### config.mk
export PLATFORM = sky130hd
export DESIGN_NAME = key_bounce_gen
export DESIGN_NICKNAME = d
export VERILOG_FILES = /design/src/rtl/key_bounce_gen_pkg.sv /design/src/rtl/key_bounce_gen_bounce_lfsr.sv /design/src/rtl/key_bounce_gen.sv
export SDC_FILE = /design/constraint.sdc
export NUM_CORES = 1
export LEC_CHECK = 0
export CAP_MARGIN = 5
export CORE_MARGIN = 3
export CORE_UTILIZATION = 59
export CTS_BUF_LIST = sky130_fd_sc_hd__clkbuf_16
export DETAILED_ROUTE_END_ITERATION = 7
export PLACE_DENSITY = 0.77
export RECOVER_POWER = 50
export SYNTH_ARGS = -nofsm -noshare
export SYNTH_HDL_FRONTEND = slang
export SYNTH_SLANG_ARGS = --single-unit
### constraint.sdc
create_clock -name CLK -period 2.3 [get_ports CLK]
set_input_delay 0.575 -clock CLK [delete_from_list [all_inputs] [get_ports CLK]]
set_output_delay 0.575 -clock CLK [all_outputs]
set_load 0.02 [all_outputs]
### src/rtl/key_bounce_gen_pkg.sv
`default_nettype none
// +--------------------------------------------------------------------------+
// | key_bounce_gen_pkg                                                        |
// | Shared definitions for the bouncy key stimulus generator: FSM states,    |
// | LFSR feedback taps, default seed and the LFSR step function.             |
// | Revision: 1.0 - initial release                                          |
// +--------------------------------------------------------------------------+
package key_bounce_gen_pkg;

  typedef enum logic [1:0] {
    ST_IDLE   = 2'd0,
    ST_BOUNCE = 2'd1,
    ST_SETTLE = 2'd2
  } kb_state_t;

  // Galois taps for x^16 + x^14 + x^13 + x^11 + 1 (right-shifting form).
  localparam logic [15:0] c_lfsr_taps         = 16'hB400;
  localparam logic [15:0] c_lfsr_seed_default = 16'hACE1;

  function automatic logic [15:0] lfsr_step(input logic [15:0] q);
    return {1'b0, q[15:1]} ^ (q[0] ? c_lfsr_taps : 16'h0000);
  endfunction

endpackage
`default_nettype wire

### src/rtl/key_bounce_gen_bounce_lfsr.sv
`default_nettype none
// +--------------------------------------------------------------------------+
// | bounce_lfsr                                                               |
// | Free-running 16-bit Galois LFSR supplying bounce run lengths.            |
// | Ports: CLK  - clock                                                       |
// |        RSTn - asynchronous active-low reset (loads LFSR_SEED)            |
// |        q    - current LFSR state                                         |
// | Revision: 1.0 - initial release                                          |
// +--------------------------------------------------------------------------+
module bounce_lfsr
  import key_bounce_gen_pkg::*;
#(
  parameter logic [15:0] LFSR_SEED = c_lfsr_seed_default
) (
  input  logic        CLK,
  input  logic        RSTn,
  output logic [15:0] q
);

  logic [15:0] r_state;

  always_ff @(posedge CLK or negedge RSTn) begin
    if (!RSTn) begin
      r_state <= LFSR_SEED;
    end else begin
      r_state <= lfsr_step(r_state);
    end
  end

  assign q = r_state;

endmodule
`default_nettype wire

### src/rtl/key_bounce_gen.sv
`default_nettype none
// +--------------------------------------------------------------------------+
// | key_bounce_gen                                                            |
// | Turns clean press/release commands into a bouncy active-low key pin.     |
// | After an accepted level change the pin bounces for BOUNCE_LEN cycles     |
// | (LFSR-driven run lengths), then holds the target for SETTLE_LEN cycles.  |
// | Ports: CLK       - clock                                                 |
// |        RSTn      - asynchronous active-low reset                         |
// |        Req_Valid - command valid, held until accepted                    |
// |        Req_Press - 1 = press (pin low), 0 = release (pin high)           |
// |        Req_Ready - high in IDLE                                          |
// |        Pin_Out   - emulated key pin (registered)                         |
// |        Busy      - high while bouncing or settling                       |
// |        Done_Sig  - one-cycle completion pulse                            |
// | Revision: 1.0 - initial release                                          |
// +--------------------------------------------------------------------------+
module key_bounce_gen
  import key_bounce_gen_pkg::*;
#(
  parameter int          BOUNCE_LEN = 1000,
  parameter int          SETTLE_LEN = 2000,
  parameter int          GLITCH_MAX = 15,
  parameter logic [15:0] LFSR_SEED  = c_lfsr_seed_default,
  parameter int          CNT_W      = 16
) (
  input  logic CLK,
  input  logic RSTn,
  input  logic Req_Valid,
  input  logic Req_Press,
  output logic Req_Ready,
  output logic Pin_Out,
  output logic Busy,
  output logic Done_Sig
);

  // Terminal counts; the "-1" wraps harmlessly when a length is zero because
  // that phase is skipped entirely and the compare is never reached.
  localparam logic [CNT_W-1:0] c_bounce_last = CNT_W'(BOUNCE_LEN - 1);
  localparam logic [CNT_W-1:0] c_settle_last = CNT_W'(SETTLE_LEN - 1);
  localparam logic [3:0]       c_run_mask    = 4'(GLITCH_MAX);
  localparam bit               c_has_bounce  = (BOUNCE_LEN > 0);
  localparam bit               c_has_settle  = (SETTLE_LEN > 0);

  kb_state_t        r_state,     w_state_nxt;
  logic [CNT_W-1:0] r_phase_cnt, w_phase_cnt_nxt;
  logic [3:0]       r_run_cnt,   w_run_cnt_nxt;
  logic             r_pin,       w_pin_nxt;
  logic             r_target,    w_target_nxt;
  logic             r_done,      w_done_nxt;

  logic [3:0]       w_lfsr_nib;
  logic [11:0]      w_lfsr_unused;
  logic [3:0]       w_run_load;
  logic             w_req_target;

  bounce_lfsr #(
    .LFSR_SEED (LFSR_SEED)
  ) u_lfsr (
    .CLK  (CLK),
    .RSTn (RSTn),
    .q    ({w_lfsr_unused, w_lfsr_nib})
  );

  // Run counter holds (remaining cycles - 1) of the current bounce run.
  assign w_run_load   = w_lfsr_nib & c_run_mask;
  assign w_req_target = ~Req_Press;

  always_ff @(posedge CLK or negedge RSTn) begin
    if (!RSTn) begin
      r_state     <= ST_IDLE;
      r_phase_cnt <= '0;
      r_run_cnt   <= '0;
      r_pin       <= 1'b1;
      r_target    <= 1'b1;
      r_done      <= 1'b0;
    end else begin
      r_state     <= w_state_nxt;
      r_phase_cnt <= w_phase_cnt_nxt;
      r_run_cnt   <= w_run_cnt_nxt;
      r_pin       <= w_pin_nxt;
      r_target    <= w_target_nxt;
      r_done      <= w_done_nxt;
    end
  end

  always_comb begin
    w_state_nxt     = r_state;
    w_phase_cnt_nxt = r_phase_cnt;
    w_run_cnt_nxt   = r_run_cnt;
    w_pin_nxt       = r_pin;
    w_target_nxt    = r_target;
    w_done_nxt      = 1'b0;

    case (r_state)
      ST_IDLE: begin
        if (Req_Valid) begin
          w_target_nxt = w_req_target;
          if (w_req_target == r_pin) begin
            // Already at the requested level: complete immediately.
            w_done_nxt = 1'b1;
          end else begin
            // First bounce run starts at the target level.
            w_pin_nxt       = w_req_target;
            w_phase_cnt_nxt = '0;
            w_run_cnt_nxt   = w_run_load;
            if (c_has_bounce) begin
              w_state_nxt = ST_BOUNCE;
            end else if (c_has_settle) begin
              w_state_nxt = ST_SETTLE;
            end else begin
              w_done_nxt = 1'b1;
            end
          end
        end
      end

      ST_BOUNCE: begin
        if (r_phase_cnt == c_bounce_last) begin
          // Truncate whatever run is in progress and force the target.
          w_pin_nxt       = r_target;
          w_phase_cnt_nxt = '0;
          if (c_has_settle) begin
            w_state_nxt = ST_SETTLE;
          end else begin
            w_state_nxt = ST_IDLE;
            w_done_nxt  = 1'b1;
          end
        end else begin
          w_phase_cnt_nxt = r_phase_cnt + CNT_W'(1);
          if (r_run_cnt == 4'd0) begin
            w_pin_nxt     = ~r_pin;
            w_run_cnt_nxt = w_run_load;
          end else begin
            w_run_cnt_nxt = r_run_cnt - 4'd1;
          end
        end
      end

      ST_SETTLE: begin
        if (r_phase_cnt == c_settle_last) begin
          w_state_nxt     = ST_IDLE;
          w_phase_cnt_nxt = '0;
          w_done_nxt      = 1'b1;
        end else begin
          w_phase_cnt_nxt = r_phase_cnt + CNT_W'(1);
        end
      end

      default: begin
        w_state_nxt = ST_IDLE;
      end
    endcase
  end

  assign Req_Ready = (r_state == ST_IDLE);
  assign Busy      = (r_state != ST_IDLE);
  assign Pin_Out   = r_pin;
  assign Done_Sig  = r_done;

endmodule
`default_nettype wire

; Yosys cells after proc, flatten, opt, wreduce, memory -nomap -nowiden
; Cells that the tools add are included.
[op_classes]
add_sub_neg = 2
n_mul = 0
n_div = 0
magnitude_cmp = 0
eq_ne = 11
shift = 0
muxes = 25
bitwise = 3
n_reduce_logical = 10
[ops]
columns = operator, count
row1 = $mux W16, 5
row2 = $pmux W16 S3, 1
row3 = $add A16 B1 Y16 const B, 1
row4 = $eq A16 B10 Y1 const B, 1
row5 = $eq A16 B11 Y1 const B, 1
row6 = $mux W4, 4
row7 = $xor A15 B16 Y16, 1
row8 = $reduce_and A4 Y1, 3
row9 = $ne A2 B2 Y1 const B, 5
row10 = $mux W2, 4
row11 = $pmux W4 S2, 1
row12 = $mux W1, 7
row13 = $pmux W2 S3, 1
row14 = $logic_not A4 Y1, 1
row15 = $pmux W1 S2, 2
row16 = $reduce_bool A2 Y1, 2
row17 = $sub A4 B1 Y4 const B, 1
row18 = $ne A3 B3 Y1 const B, 1
row19 = $reduce_and A3 Y1, 1
row20 = $reduce_bool A3 Y1, 1
row21 = $eq A2 B1 Y1 const B, 1
row22 = $eq A2 B2 Y1 const B, 1
row23 = $logic_not A2 Y1, 1
row24 = $not A1 Y1, 2
row25 = other kinds (2), 2
[totals]
ff_bits = 41
latchBits = 0
ram_bits = 0
mem_bits_ro = 0
in_bits = 4
out_inout_bits = 4
memories = 0

; Logic depth before layout (Yosys ltp)
; Gate-level depths: netlist of run 1.
[logic_depth]
word_depth = 5
depth_mapped = 8
ltp_nobuf = 7

; Modules after synthesis
; Synthesis of run 1 repeated with hierarchy kept, for this count alone.
[hier_totals]
hier_cells = 201
hier_area_um2 = 2073.2
[modules_own_cells]
columns = module, n_inst, cells_per_inst, area_per_inst_um2, seq_area_each_um2
row1 = key_bounce_gen, 1, 182, 1636.6, 628.1
row2 = bounce_lfsr, 1, 19, 436.7, 410.4

; Least setup slack after synthesis of run 1
; No wires, ideal clock.
[synth_timing]
kind = reg-to-reg
startpoint = reg r_phase_cnt[0]
endpoint = reg r_phase_cnt[4]
t_arrival_ps = 1873
t_required_ps = 2234
slack_ps = 361
path_stages_with_launch = 9
synth_period_minus_slack_ps = 1939
cell_sequence = dfrtp_1 ha_1 and4bb_2 and4_1 buf_2 o22a_2 buf_4 o21ai_0 a22o_1
[synth_via]
elab_chain_cells = 3
[synth_lines]
columns = item, line_no
row1 = "start, declared", key_bounce_gen.sv:45  ; logic [CNT_W-1:0] r_phase_cnt, w_phase_cnt_nxt;
row2 = "start signal, assigned", key_bounce_gen.sv:78  ; r_phase_cnt <= w_phase_cnt_nxt;
row3 = "$add A16 B1 Y16, or another cell as far along", "key_bounce_gen.sv:129, key_bounce_gen.sv:145"
row4 = $mux W16 (on tied branches), "key_bounce_gen.sv:140, key_bounce_gen.sv:118"
row5 = $pmux W16 S3 *, key_bounce_gen.sv:94  ; case (r_state)
; Every way passes the cells marked *; elsewhere a longest branch is shown, timed or not.
; A chain may end at the register's enable or synchronous reset.

; Worst setup path in the final report of run 1
[layout_timing]
startpoint = in Req_Press
endpoint = reg r_phase_cnt[14]
[layout_via]
elab_chain_cells = 4
[layout_lines]
columns = item, line_no
row1 = "start, declared", key_bounce_gen.sv:29  ; input logic Req_Press,
row2 = $not A1 Y1, key_bounce_gen.sv:66  ; assign w_req_target = ~Req_Press;
row3 = $eq A1 B1 Y1, key_bounce_gen.sv:98  ; if (w_req_target == r_pin) begin
row4 = $ne A2 B2 Y1 (no source line), --
row5 = $reduce_and A3 Y1 (no source line), --
; Every way passes these cells.

==> results of run 1 <==
==> kinds of logic (layout without fill, tap and decap cells) <==
group,after synthesis,in the layout,synth area share [%]
DFF,41,41,51.1
and+or+nand+nor,69,69,19.0
xor gates and xnor gates,11,11,4.74
muxes,2,2,1.05
AOI/OAI and AO/OA,51,51,17.0
buffers and inverters,14,30,3.39
adders and majority gates,6,6,3.69
==> timing repair <==
| action | 4_1_cts | 5_1_grt |
|---|---|---|
| setup endpoints to repair | 4 | 7 |
| buffers inserted | 0 | 0 |
| gates resized for setup | 3 | 2 |
==> metrics by stage <==
stage | worst slack, ns | power (uW) | util (%)
global placement | -0.0259 | 1660 | 68.1
detailed placement | -0.0420 | 1700 | 68.1
floorplan | 0.361 | 1470 | -
CTS | 0.0200 | 2480 | 73.6
global route | 0.0565 | 2630 | 73.7
finish | 0.148 | 2490 | 73.7
==> area by class of cell <==
cell class / count / area share, %
clock inverter: 3 / 1.76
clock buffer: 5 / 5.34
sequential: 41 / 44.4
inverter: 8 / 1.28
tap: 44 / 2.35
multi-input combinational: 139 / 40.2
timing repair buffer: 14 / 4.70
==> layout by cell type (no fill, tap or decap), drive strengths merged, types with 7 or more instances in the layout <==
master,n
xor2,7
nand2,11
o21ai,16
inv,8
a21oi,15
a22o,7
clkbuf,8
dfstp,10
dfrtp,31
nand3,12
nor2,13
==> metal layers <==
metal | global-route usage, % | up-vias | wire length [um]
li1 | - | 737 | -
met1 | 31.1 | 794 | 1860
met2 | 40.2 | 92 | 2330
met5 | 0 | - | 0
met3 | 6.93 | 10 | 340
met4 | 10.0 | 0 | 75
==> registers in the layout (all words and copies together) (netlist names) <==
| signal | cells |
|---|---|
| Done_Sig | 1 |
| Pin_Out | 1 |
| r_phase_cnt | 16 |
| r_run_cnt | 4 |
| r_state | 2 |
| r_target | 1 |
| u_lfsr.q | 16 |
==> worst paths after layout <==
check	to	startpoint	cells after the start	slack, ns
max	r_phase_cnt[14]	Req_Press	6	0.15
min	u_lfsr.q[3]	u_lfsr.q[4]	0	0.36
max reg2reg	r_phase_cnt[7]	r_phase_cnt[13]	5	0.20
min reg2reg	u_lfsr.q[3]	u_lfsr.q[4]	0	0.36
max in group asynchronous	u_lfsr.q[2]	RSTn	2	0.72
min in group asynchronous	r_phase_cnt[7]	RSTn	1	0.47
==> report_power, final <==
| group | internal, uW | leakage [uW] | switching, uW |
|---|---|---|---|
| clock network | 507 | 0.0000775 | 263 |
| registers | 812 | 0.000528 | 83.0 |
| logic | 322 | 0.000437 | 499 |
| total | 1640 | 0.00104 | 845 |
==> summary.md, run 1 <==
| Metric | Value |
|---|---|
| Outcome | `finished clean` |
| Post-synthesis async set-or-reset flop share | `100%` |
| Post-route ant nets | `0` |
| Worst Setup End Kind | `register` |
| Mapped Avg Cell Area | `10.5 um^2` |
| Clk slew on worst S/H paths | `0.06 ns` |
| Reg area | `1040 um^2` |
| CP max stage delay | `0.45 ns` |
| Clock skew | `0.00146 ns` |
| Cts bufs inserted | `5` |
| Seq cells post-synth | `41` |
| Count of final setup violators | `0` |
| PortBufs | `7` |
| Layout cells sized above 1 | `16.7%` |
| Net count after synthesis | `204` |
| Critical Path Source Type | `primary input` |
| Core ar. | `3180 um^2` |
| DRT Wirelength | `4610 um` |
| GRT Util Overall | `24.7%` |
| GRT overflow | `0` |
| Ys Warns | `0` |
| Hpwl dp | `2940 um` |
| Fmax | `465 MHz` |
| Longest Clk Path Bufs | `2` |
| Mapped cell area | `2030 um^2` |
| Yosys top cell by area | `dfrtp_1` |
| Max transition margin | `29.6%` |
| Initial antenna violation count | `0` |
| Clock root buffer | `clkbuf_16` |
| Sequential-to-total area share from yosys stat | `51.1%` |
| Post-route cell area | `2340 um^2` |
| # IOs | `8` |
| CTS tree | `yes` |
| Yosys cell types | `44` |
| Final #Nets | `219` |
| Wire per inst | `18.1 um` |
| Hold Path Class | `register to register` |
| Synth-to-layout area growth | `15.2%` |
| # DRC | `0` |
| Final Hold Viols | `0` |
| Synth top cells by count | `31 x dfrtp_1, 15 x o21ai_0, 14 x a21oi_1, 12 x nand3_1, 12 x nor2_1` |
| Htree depth | `2` |
| Placed insts | `246` |
| Tcrit/Tclk final | `93.6%` |
| Slew Viols, Final | `0` |
| Clock Sinks | `41` |
| Final hold slack | `0.358 ns` |
| First-pass GRT wire length | `7850 um` |
| Layout filler cell count | `224` |
| Vias per cell | `6.43` |
| Die width | `64.7 um` |
| Critical path class | `primary input to register` |
| Non-filler cells, final | `254` |
| Die area | `4180 um^2` |
| Peak VDD IR | `1.05 mV` |
| PwrDens | `1060 nW/um^2` |
| RSZ-0062 raised after global routing | `no` |
| Cell count after synthesis | `194` |
| Crit path cell chain | `clkdlybuf4s50_1, xnor2_1, a21oi_2, nor4_1, xnor2_1, a21oi_1` |
| Multi-input gate area | `941 um^2` |
| Clock Latency Late Sink | `0.28 ns` |
| Vias in the first global route | `1634` |
| Sum Neg Setup Slack | `0 ns` |
| CP max stage cell | `clkdlybuf4s50_1` |
| Tightest Pin Transition | `1.06 ns` |
| Req. time, crit path | `2.44 ns` |
| Synth top area share | `38.2%` |
| DR iter-0 viols | `212` |
| Initial Util | `63.9%` |
| Die height | `64.7 um` |
| Worst-path fanout max | `6` |
| Buf/Inv on CP | `1` |
| Post-cts hold buffer count | `0` |
| Standby leakage power | `0.00104 uW` |
| Minimum clock period | `2.15 ns` |
| Synth area leaders | `dfrtp_1 38%, dfstp_2 13%, ha_1 3.7%, o21ai_0 3.7%, a21oi_1 3.4%` |
| DR pass1 iterations | `4` |
| Row count | `20` |
| MaxCap Viol Count | `0` |
| Diodes inserted | `0` |
| Area after DPL | `2170 um^2` |
| Most numerous cell in the Yosys netlist | `dfrtp_1` |
| Via total after detailed routing | `1633` |
| CP most frequent cell | `xnor2_1` |
| Worst path top cell family by delay | `XOR/XNOR gates` |
| Largest net degree at the start of global routing | `21` |
| EDFF count, synth | `0` |
| Arrival time worst endpoint | `2.29 ns` |
| Post-synth top flop | `dfrtp_1` |
| Final GP Congestion | `0.862` |
(Power assumes the default switching activity.)
==> run 2: changes to the inputs <==
==> constraint.sdc (replaced) <==
create_clock -name CLK -period 2.2 [get_ports CLK]
set_input_delay 0.44 -clock CLK [delete_from_list [all_inputs] [get_ports CLK]]
set_output_delay 0.44 -clock CLK [all_outputs]
set_load 0.02 [all_outputs]
==> run 2 against run 1 <==
Net effect: largest power group unchanged; critical endpoint is now Busy; final cell count rose by 0.79%; hold slack got worse by 0.22 ns; clock-buffer cell count unchanged; power increased by 6.0%; combinational power increased by 5.7%; non-clock buffer count is 2 higher; critical path depth shrank 2; sequential cell count is the same; clock skew rose by 0.0070 ns; design area is 1.1% higher; first-iteration DRC count shrank 22%.
==> summary.md, run 2 (synthesis results as in run 1) <==
| Metric | Value |
|---|---|
| Outcome | `finished clean` |
| Critical path class | `register to output pin` |
| Final Hold Viols | `0` |
| Critical Path Source Type | `register` |
| Core ar. | `3180 um^2` |
| Die height | `64.7 um` |
| Hpwl dp | `2850 um` |
| GRT Util Overall | `22.3%` |
| DRT Wirelength | `3990 um` |
| Layout filler cell count | `241` |
| Clock root buffer | `clkbuf_16` |
| Htree depth | `2` |
| Die area | `4180 um^2` |
| Worst Setup End Kind | `output pin` |
| Post-CTS Setup Bufs | `0` |
| MaxCap Viol Count | `0` |
| CP most frequent cell | `inv_1` |
| Req. time, crit path | `1.76 ns` |
| Diodes inserted | `0` |
| Non-filler cells, final | `256` |
| Multi-input gate area | `945 um^2` |
| Via total after detailed routing | `1549` |
| Worst-path fanout max | `10` |
| Row count | `20` |
| PwrDens | `1110 nW/um^2` |
| First-pass GRT wire length | `7040 um` |
| Hold Path Class | `primary input to asynchronous set/reset pin` |
| Longest Clk Path Bufs | `2` |
| Initial antenna violation count | `0` |
| # IOs | `8` |
| GRT overflow | `0` |
| Commonest non-fill, non-tap cell in the layout | `dfrtp_1` |
| Final GP Congestion | `0.814` |
| CP max stage delay | `0.59 ns` |
| Placed insts | `248` |
| CTS tree | `yes` |
| Cts bufs inserted | `5` |
| Minimum clock period | `2.09 ns` |
| Fmax | `478 MHz` |
| Tightest Pin Transition | `0.822 ns` |
| Crit path cell chain | `inv_1, ha_4, inv_1, clkdlybuf4s50_1` |
| Tcrit/Tclk final | `95.0%` |
| Wire per inst | `15.6 um` |
| PortBufs | `7` |
| Vias in the first global route | `1443` |
| Post-cts hold buffer count | `0` |
| Clock Latency Late Sink | `0.29 ns` |
| Layout cells sized above 1 | `18.9%` |
| DR pass1 iterations | `5` |
| Post-route ant nets | `0` |
| Die width | `64.7 um` |
| Peak VDD IR | `0.717 mV` |
| Most frequent cells in the layout | `31 x dfrtp_1, 15 x o21ai_0, 14 x a21oi_1` |
| Arrival time worst endpoint | `1.65 ns` |
| Clk slew on worst S/H paths | `0.06 ns` |
| Fin worst setup slack | `0.110 ns` |
| CP max stage cell | `clkdlybuf4s50_1` |
| Slew Viols, Final | `0` |
| Standby leakage power | `0.00105 uW` |
| Final #Nets | `221` |
| RSZ-0062 raised after global routing | `no` |
| DR iter-0 viols | `165` |
| Reg area | `1040 um^2` |
| Pre-CTS WS | `-0.00352 ns` |
| Max transition margin | `45.2%` |
| Largest net degree at the start of global routing | `18` |
| Initial Util | `63.9%` |
| Clock skew | `0.00851 ns` |
| Clock Sinks | `41` |
| Synth-to-layout area growth | `16.4%` |
| Count of final setup violators | `0` |
| Vias per cell | `6.05` |
| Overall Power | `2640 uW` |
| # DRC | `0` |
run 2: worst paths after layout:
path / startpoint / endpoint / slack, ns / cells after the start
setup / recovery: r_state[0] / Busy / 0.11 / 4
hold / removal: RSTn / r_phase_cnt[5] / 0.13 / 1
setup reg to reg: r_phase_cnt[13] / r_phase_cnt[8] / 0.17 / 5
hold reg to reg: u_lfsr.q[4] / u_lfsr.q[3] / 0.35 / 0
max in group asynchronous: RSTn / r_phase_cnt[11] / 0.92 / 2
min in group CLK: u_lfsr.q[4] / u_lfsr.q[3] / 0.35 / 0
run 2: where the power goes:
group | total, uW | switching, uW | internal [uW]
registers | 928 | 79.1 | 849
clock network | 839 | 303 | 537
logic | 868 | 509 | 359
run 2: layout make-up:
class | count | area share [%]
clock buffers | 5 | 5.29
repair buffers | 16 | 5.34
flip-flops and latches | 41 | 43.9
clock inverters | 3 | 1.96
multi-input cells | 139 | 39.9
inverters | 8 | 1.27
well taps | 44 | 2.33
run 2: metrics by stage:
| stage | utilization [%] | setup TNS (ns) | hold WS (ns) | area, um^2 |
|---|---|---|---|---|
| 5_1_grt | 74.4 | 0 | 0.177 | 2370 |
| 6_report | 74.4 | 0 | 0.134 | 2370 |
| 2_1_floorplan | - | 0 | 0.144 | 2030 |
| 4_1_cts | 74.1 | 0 | 0.0174 | 2350 |
| 3_3_place_gp | 68.6 | 0 | 0.315 | 2180 |
| 3_5_place_dp | 68.6 | -0.00352 | 0.327 | 2180 |
run 2: worst max-delay path: cells and delay by family, from the launching register on:
family | cells | cell delay, ns
buffers and inverters | 3 | 0.75
adders and majority gates | 1 | 0.21
DFF | 1 | 0.40
run 2: what timing repair did:
item | CTS | global route
gates cloned | 0 | 0
hold endpoints to repair | 0 | 0
endpoints found under the setup margin | 2 | 4
gates resized for setup | 1 | 4
run 2: routing by layer:
metal,global-route usage (%),part of all wire (%)
met5,0,0
met4,10.0,3.4
met3,6.24,6.7
met2,32.5,44
met1,30.9,46
